`config.mk`:
```
export PLATFORM = sky130hd
export DESIGN_NAME = lsu_mem_ctrl
export DESIGN_NICKNAME = d
export VERILOG_FILES = /design/src/rtl/lsu_mem_ctrl.sv
export SDC_FILE = /design/constraint.sdc
export NUM_CORES = 1
export LEC_CHECK = 0
export ABC_CLOCK_PERIOD_IN_PS = 2700
export CORE_ASPECT_RATIO = 1.75
export CORE_MARGIN = 4
export CORE_UTILIZATION = 40
export DETAILED_ROUTE_END_ITERATION = 12
export GPL_ROUTABILITY_DRIVEN = 0
export PLACE_DENSITY = 0.82
export SLEW_MARGIN = 20
export SYNTH_ARGS = -nofsm -noshare
export SYNTH_HDL_FRONTEND = slang
export SYNTH_SLANG_ARGS = --single-unit
export TNS_END_PERCENT = 1
```
`constraint.sdc`:
```
create_clock -name CLK -period 2.7 [get_ports CLK]
set_input_delay 0.81 -clock CLK [delete_from_list [all_inputs] [get_ports CLK]]
set_output_delay 0.81 -clock CLK [all_outputs]
set_load 0.1 [all_outputs]
```
`src/rtl/lsu_mem_ctrl.sv`:
```
// Load/store unit bridging the core data port to a word-organised RAM.
// Sub-word stores use read-modify-write; loads are sign/zero extended.
module lsu_mem_ctrl #(
  parameter int unsigned ADDR_W = 10
) (
  input  logic              CLK,
  input  logic              RSTn,
  input  logic              req_valid,
  output logic              req_ready,
  input  logic              req_we,
  input  logic [2:0]        req_funct3,
  input  logic [31:0]       req_addr,
  input  logic [31:0]       req_wdata,
  output logic              rsp_valid,
  output logic [31:0]       rsp_rdata,
  output logic              rsp_misaligned,
  output logic              rsp_error,
  output logic              MemRead,
  output logic              MemWrite,
  output logic [ADDR_W-1:0] address,
  output logic [31:0]       write_data,
  input  logic [31:0]       read_data
);

  localparam logic [2:0] IDLE = 3'd0;
  localparam logic [2:0] RD   = 3'd1;
  localparam logic [2:0] CAP  = 3'd2;
  localparam logic [2:0] WR   = 3'd3;
  localparam logic [2:0] RSP  = 3'd4;

  logic [2:0]        state_q, state_d;
  logic              we_q, we_d;
  logic [2:0]        funct3_q, funct3_d;
  logic [1:0]        addr_lo_q, addr_lo_d;
  logic [15:0]       wdata_q, wdata_d;
  logic [ADDR_W-1:0] address_q, address_d;
  logic [31:0]       write_data_q, write_data_d;
  logic [31:0]       rsp_rdata_q, rsp_rdata_d;
  logic              rsp_mis_q, rsp_mis_d;
  logic              rsp_err_q, rsp_err_d;

  logic        req_illegal;
  logic        req_misaligned;
  logic [31:0] rd_shifted;
  logic [7:0]  ld_byte;
  logic [15:0] ld_half;
  logic [31:0] ld_ext;
  logic [31:0] st_merged;

  // Word-address bits above ADDR_W+1 wrap and are intentionally ignored.
  logic unused_addr_hi;
  assign unused_addr_hi = ^req_addr[31:ADDR_W+2];

  always_comb begin
    req_illegal = 1'b0;
    if (req_we) begin
      req_illegal = (req_funct3[2] == 1'b1) || (req_funct3[1:0] == 2'b11);
    end else begin
      req_illegal = (req_funct3[1:0] == 2'b11) || (req_funct3 == 3'b110);
    end
  end

  always_comb begin
    unique case (req_funct3[1:0])
      2'b01:   req_misaligned = req_addr[0];
      2'b10:   req_misaligned = |req_addr[1:0];
      default: req_misaligned = 1'b0;
    endcase
  end

  always_comb begin
    rd_shifted = read_data >> {addr_lo_q, 3'b000};
    ld_byte    = rd_shifted[7:0];
    ld_half    = addr_lo_q[1] ? read_data[31:16] : read_data[15:0];
    unique case (funct3_q[1:0])
      2'b00:   ld_ext = {{24{~funct3_q[2] & ld_byte[7]}}, ld_byte};
      2'b01:   ld_ext = {{16{~funct3_q[2] & ld_half[15]}}, ld_half};
      default: ld_ext = read_data;
    endcase
  end

  always_comb begin
    st_merged = read_data;
    if (funct3_q[1:0] == 2'b00) begin
      st_merged[{addr_lo_q, 3'b000} +: 8] = wdata_q[7:0];
    end else begin
      st_merged[{addr_lo_q[1], 4'b0000} +: 16] = wdata_q;
    end
  end

  always_comb begin
    state_d      = state_q;
    we_d         = we_q;
    funct3_d     = funct3_q;
    addr_lo_d    = addr_lo_q;
    wdata_d      = wdata_q;
    address_d    = address_q;
    write_data_d = write_data_q;
    rsp_rdata_d  = rsp_rdata_q;
    rsp_mis_d    = rsp_mis_q;
    rsp_err_d    = rsp_err_q;
    unique case (state_q)
      IDLE: begin
        if (req_valid) begin
          we_d      = req_we;
          funct3_d  = req_funct3;
          addr_lo_d = req_addr[1:0];
          wdata_d   = req_wdata[15:0];
          address_d = req_addr[ADDR_W+1:2];
          if (req_illegal || req_misaligned) begin
            // Error outranks misalignment; neither touches the RAM.
            rsp_err_d   = req_illegal;
            rsp_mis_d   = ~req_illegal;
            rsp_rdata_d = 32'd0;
            state_d     = RSP;
          end else if (req_we && (req_funct3[1:0] == 2'b10)) begin
            write_data_d = req_wdata;
            state_d      = WR;
          end else begin
            state_d = RD;
          end
        end
      end
      RD:  state_d = CAP;
      CAP: begin
        if (we_q) begin
          write_data_d = st_merged;
          state_d      = WR;
        end else begin
          rsp_rdata_d = ld_ext;
          rsp_mis_d   = 1'b0;
          rsp_err_d   = 1'b0;
          state_d     = RSP;
        end
      end
      WR: begin
        rsp_rdata_d = 32'd0;
        rsp_mis_d   = 1'b0;
        rsp_err_d   = 1'b0;
        state_d     = RSP;
      end
      RSP:     state_d = IDLE;
      default: state_d = IDLE;
    endcase
  end

  always_ff @(posedge CLK or negedge RSTn) begin
    if (!RSTn) begin
      state_q      <= IDLE;
      we_q         <= 1'b0;
      funct3_q     <= 3'd0;
      addr_lo_q    <= 2'd0;
      wdata_q      <= 16'd0;
      address_q    <= '0;
      write_data_q <= 32'd0;
      rsp_rdata_q  <= 32'd0;
      rsp_mis_q    <= 1'b0;
      rsp_err_q    <= 1'b0;
    end else begin
      state_q      <= state_d;
      we_q         <= we_d;
      funct3_q     <= funct3_d;
      addr_lo_q    <= addr_lo_d;
      wdata_q      <= wdata_d;
      address_q    <= address_d;
      write_data_q <= write_data_d;
      rsp_rdata_q  <= rsp_rdata_d;
      rsp_mis_q    <= rsp_mis_d;
      rsp_err_q    <= rsp_err_d;
    end
  end

  // Strobes decode straight from state so a reset kills them at once.
  assign req_ready      = (state_q == IDLE);
  assign MemRead        = (state_q == RD);
  assign MemWrite       = (state_q == WR);
  assign rsp_valid      = (state_q == RSP);
  assign rsp_rdata      = rsp_rdata_q;
  assign rsp_misaligned = rsp_mis_q;
  assign rsp_error      = rsp_err_q;
  assign address        = address_q;
  assign write_data     = write_data_q;

endmodule
```
==> flow_summary_export.csv <==
group,metric,value,unit
run_status,run_status,"finished, final reports clean",
placement,place_area,7220,um2
critical_path,worstSetupPathType,"reg -> out",
critical_path,worst_path_maximum_fanout,10,
clock_network,cts.repair_timing.setup_buffer_count,0,
clock_network,cts_hold_repair.buffers,0,
route,ant_nets,0,
timing,layout_min_cycle_time,2.41,ns
clock_network,worstSkewPairLatency,0.35,ns
floorplanning,pin_count,183,
yosys,synthMostInstantiatedCell,"sky130_fd_sc_hd__dfrtp_1",
timing,setup_tns,0,ns
yosys,synth-warning-count,0,
yosys,synth-main-ff-cell,"sky130_fd_sc_hd__dfrtp_1",
hold_path,timing.hold.worst.class,"in -> async",
global_routing,grt_use_met2,41.8,%
yosys,largest_cells_by_area_after_synthesis,"sky130_fd_sc_hd__dfrtp_1 46%, sky130_fd_sc_hd__mux2_2 7.4%, sky130_fd_sc_hd__nand2_1 5.2%, sky130_fd_sc_hd__a221oi_1 3.8%, sky130_fd_sc_hd__mux2i_1 3.3%",
finish,area_growth_syn_to_layout,36.3,%
critical_path,ff2ff_setup_slack,0.48,ns
timing,finClkSkew,0.0101,ns
yosys,synth_top_area_cell,"sky130_fd_sc_hd__dfrtp_1",
route,drc,0,
floorplanning,total_die_area,15800,um2
placement,hpwl,14400,um
timing,final_number_of_hold_violating_endpoints,0,
global_routing,initial_antenna_violation_count,0,
clock_network,ctsHtreeMaxLevel,3,
yosys,synth_cells,534,
global_routing,first_pass_grt_wire_length,28600,um
timing,finalSetupViolCount,0,
yosys,synth-edff-count,0,
yosys,synth-async-reset-ratio,100,%
floorplanning,floorplan.initialDensity,41.0,%
yosys,seq_total_area_yosys,45.9,%
clock_network,cts_max_path_buffers,2,
yosys,netlist-cell-type-count,51,
timing,worst_relative_slew_slack,52.2,%
floorplanning,design.core.area,13500,um2
timing,worst_hold_slack_after_final_layout,0.420,ns
route,via_per_inst,6.01,
yosys,post_synth.cell_area_avg,10.3,um2
timing,transition_time_of_the_tightest_slew_check_pin,0.714,ns
clock_network,ctsResizeCount,0,
yosys,postSynthRegisterBits,101,
timing,clock.fmax,415,MHz
global_routing,gr_util_all_layers,23.1,%
yosys,syn-num-nets,645,
yosys,synth.cell_area,5510,um2
finish,final_net_count,798,
finish,finalNonFillerCells,866,
global_routing,first_global_vias,5370,
global_routing,globalRouteMet1Util,23.7,%
critical_path,setup.worst_path.start_class,"register",
clock_network,cts-root-buf,"sky130_fd_sc_hd__clkbuf_16",
route,drt_iter0_drcs,374,
timing,finalCritPeriodShare,89.1,%
critical_path,endpoint_arrival_time_on_the_critical_path,1.60,ns
route,wl_per_cell,21.3,um
finish,postLayoutCellArea,7510,um2
clock_network,cts_tree,"yes",
job,timing.max_cap.violations,0,
floorplanning,fp.dieW,96.7,um
placement,place.detailed.instances,850,
clock_network,cts.clk_slew.worst_paths,0.08,ns
global_routing,grt_max_degree,48,
placement,port_buffers,162,
yosys,synth.top_cells.by_count,"101 x sky130_fd_sc_hd__dfrtp_1, 77 x sky130_fd_sc_hd__nand2_1, 36 x sky130_fd_sc_hd__mux2_2",
clock_network,cts-buffers-inserted,9,
finish,final_layout_size_suffix_gt1_share,26.3,%
clock_network,clock-sinks,101,
finish,fill_cells,1175,
floorplanning,num_rows,56,
critical_path,setup.worst_path.end_class,"primary output",
route,detail_route.wirelength,18500,um
finish,diodes,0,
timing,unrepaired_setup_endpoints_after_global_routing,"no",
route,detail_route.first_pass.iterations,5,
global_routing,grt_util_met3,4.15,%
yosys,yosys.area.top_type_share,45.9,%
global_routing,grt_overflow_total,0,
route,routed-via-count,5207,
floorplanning,floorplan.die.height,163,um
critical_path,worst-endpoint-required,1.89,ns
timing,slew_viol_final,0,
global_routing,grt-busiest-layer,"met2",
kinds of logic after synthesis:
group / Yosys count / share of synthesized area (%)
and+or+nand+nor: 144 / 13.0
buffers and inverters: 57 / 5.33
DFF: 101 / 45.9
adders and majority gates: 8 / 1.82
muxes: 55 / 10.9
AOI/OAI and AO/OA: 169 / 23.1
metal layers:
metal / share of wire [%] / up-vias
met2: 52 / 269
met5: 0 / -
met1: 33 / 2543
li1: - / 2307
met4: 8.1 / 0
met3: 6.2 / 88
critical path, cell delays in order (launching register included):
cell and delay (ns):
sky130_fd_sc_hd__dfrtp_1 0.59, sky130_fd_sc_hd__inv_1 0.12, sky130_fd_sc_hd__nor3_1 0.31, sky130_fd_sc_hd__buf_12 0.22
through the flow:
| stage | worst slack (ns) | utilization (%) |
|---|---|---|
| 2_1_floorplan | -0.741 | - |
| 3_3_place_gp | 0.0311 | 53.7 |
| 3_5_place_dp | -0.0339 | 53.7 |
| 4_1_cts | 0.314 | 55.8 |
| 5_1_grt | 0.150 | 55.8 |
| 6_report | 0.293 | 55.8 |
cell usage in the layout, fill, tap and decap left out, types with 3 or more instances in the layout:
master / count
sky130_fd_sc_hd__a21oi_1: 22
sky130_fd_sc_hd__a221o_1: 16
sky130_fd_sc_hd__a221oi_1: 24
sky130_fd_sc_hd__a221oi_2: 8
sky130_fd_sc_hd__a22oi_1: 16
sky130_fd_sc_hd__a31oi_1: 7
sky130_fd_sc_hd__a32o_1: 7
sky130_fd_sc_hd__and2_1: 3
sky130_fd_sc_hd__and3_1: 17
sky130_fd_sc_hd__buf_12: 10
sky130_fd_sc_hd__buf_4: 97
sky130_fd_sc_hd__clkbuf_16: 9
sky130_fd_sc_hd__clkdlybuf4s50_1: 81
sky130_fd_sc_hd__dfrtp_1: 100
sky130_fd_sc_hd__ha_1: 8
sky130_fd_sc_hd__inv_1: 11
sky130_fd_sc_hd__mux2_2: 36
sky130_fd_sc_hd__mux2i_1: 18
sky130_fd_sc_hd__nand2_1: 77
sky130_fd_sc_hd__nand2b_1: 9
sky130_fd_sc_hd__nand3b_1: 3
sky130_fd_sc_hd__nor2_1: 6
sky130_fd_sc_hd__nor2b_1: 3
sky130_fd_sc_hd__nor3_1: 12
sky130_fd_sc_hd__o21ai_0: 33
sky130_fd_sc_hd__o21ai_1: 14
sky130_fd_sc_hd__o221ai_1: 8
final timing paths:
path / startpoint / endpoint / cells past startpoint
min in group CLK: write_data[8] / write_data[8] / 2
max in group asynchronous: RSTn / addr_lo_q[1] / 2
setup reg to reg: funct3_q[0] / rsp_rdata[6] / 5
setup / recovery: state_q[2] / rsp_valid / 3
hold reg to reg: write_data[8] / write_data[8] / 2
hold / removal: RSTn / write_data[1] / 1
flip-flops by register name, indices dropped and copies added, names as in the netlist:
signal,cells
addr_lo_q,2
rsp_error,1
wdata_q,16
rsp_misaligned,1
rsp_rdata,32
state_q,3
we_q,1
address,10
write_data,32
funct3_q,3
final cells by class:
| cell class | instances | area (um2) | share of cell area, % |
|---|---|---|---|
| multi-input combinational | 376 | 2700 | 36.0 |
| sequential | 101 | 2530 | 33.7 |
| timing repair buffer | 188 | 1740 | 23.2 |
| clock buffer | 9 | 225 | 3.00 |
| tap | 174 | 218 | 2.90 |
| clock inverter | 7 | 57.6 | 0.766 |
| inverter | 11 | 41.3 | 0.550 |
Power is not shown: default switching activity piles up to over one toggle a cycle in this logic, so the estimate is an artifact.
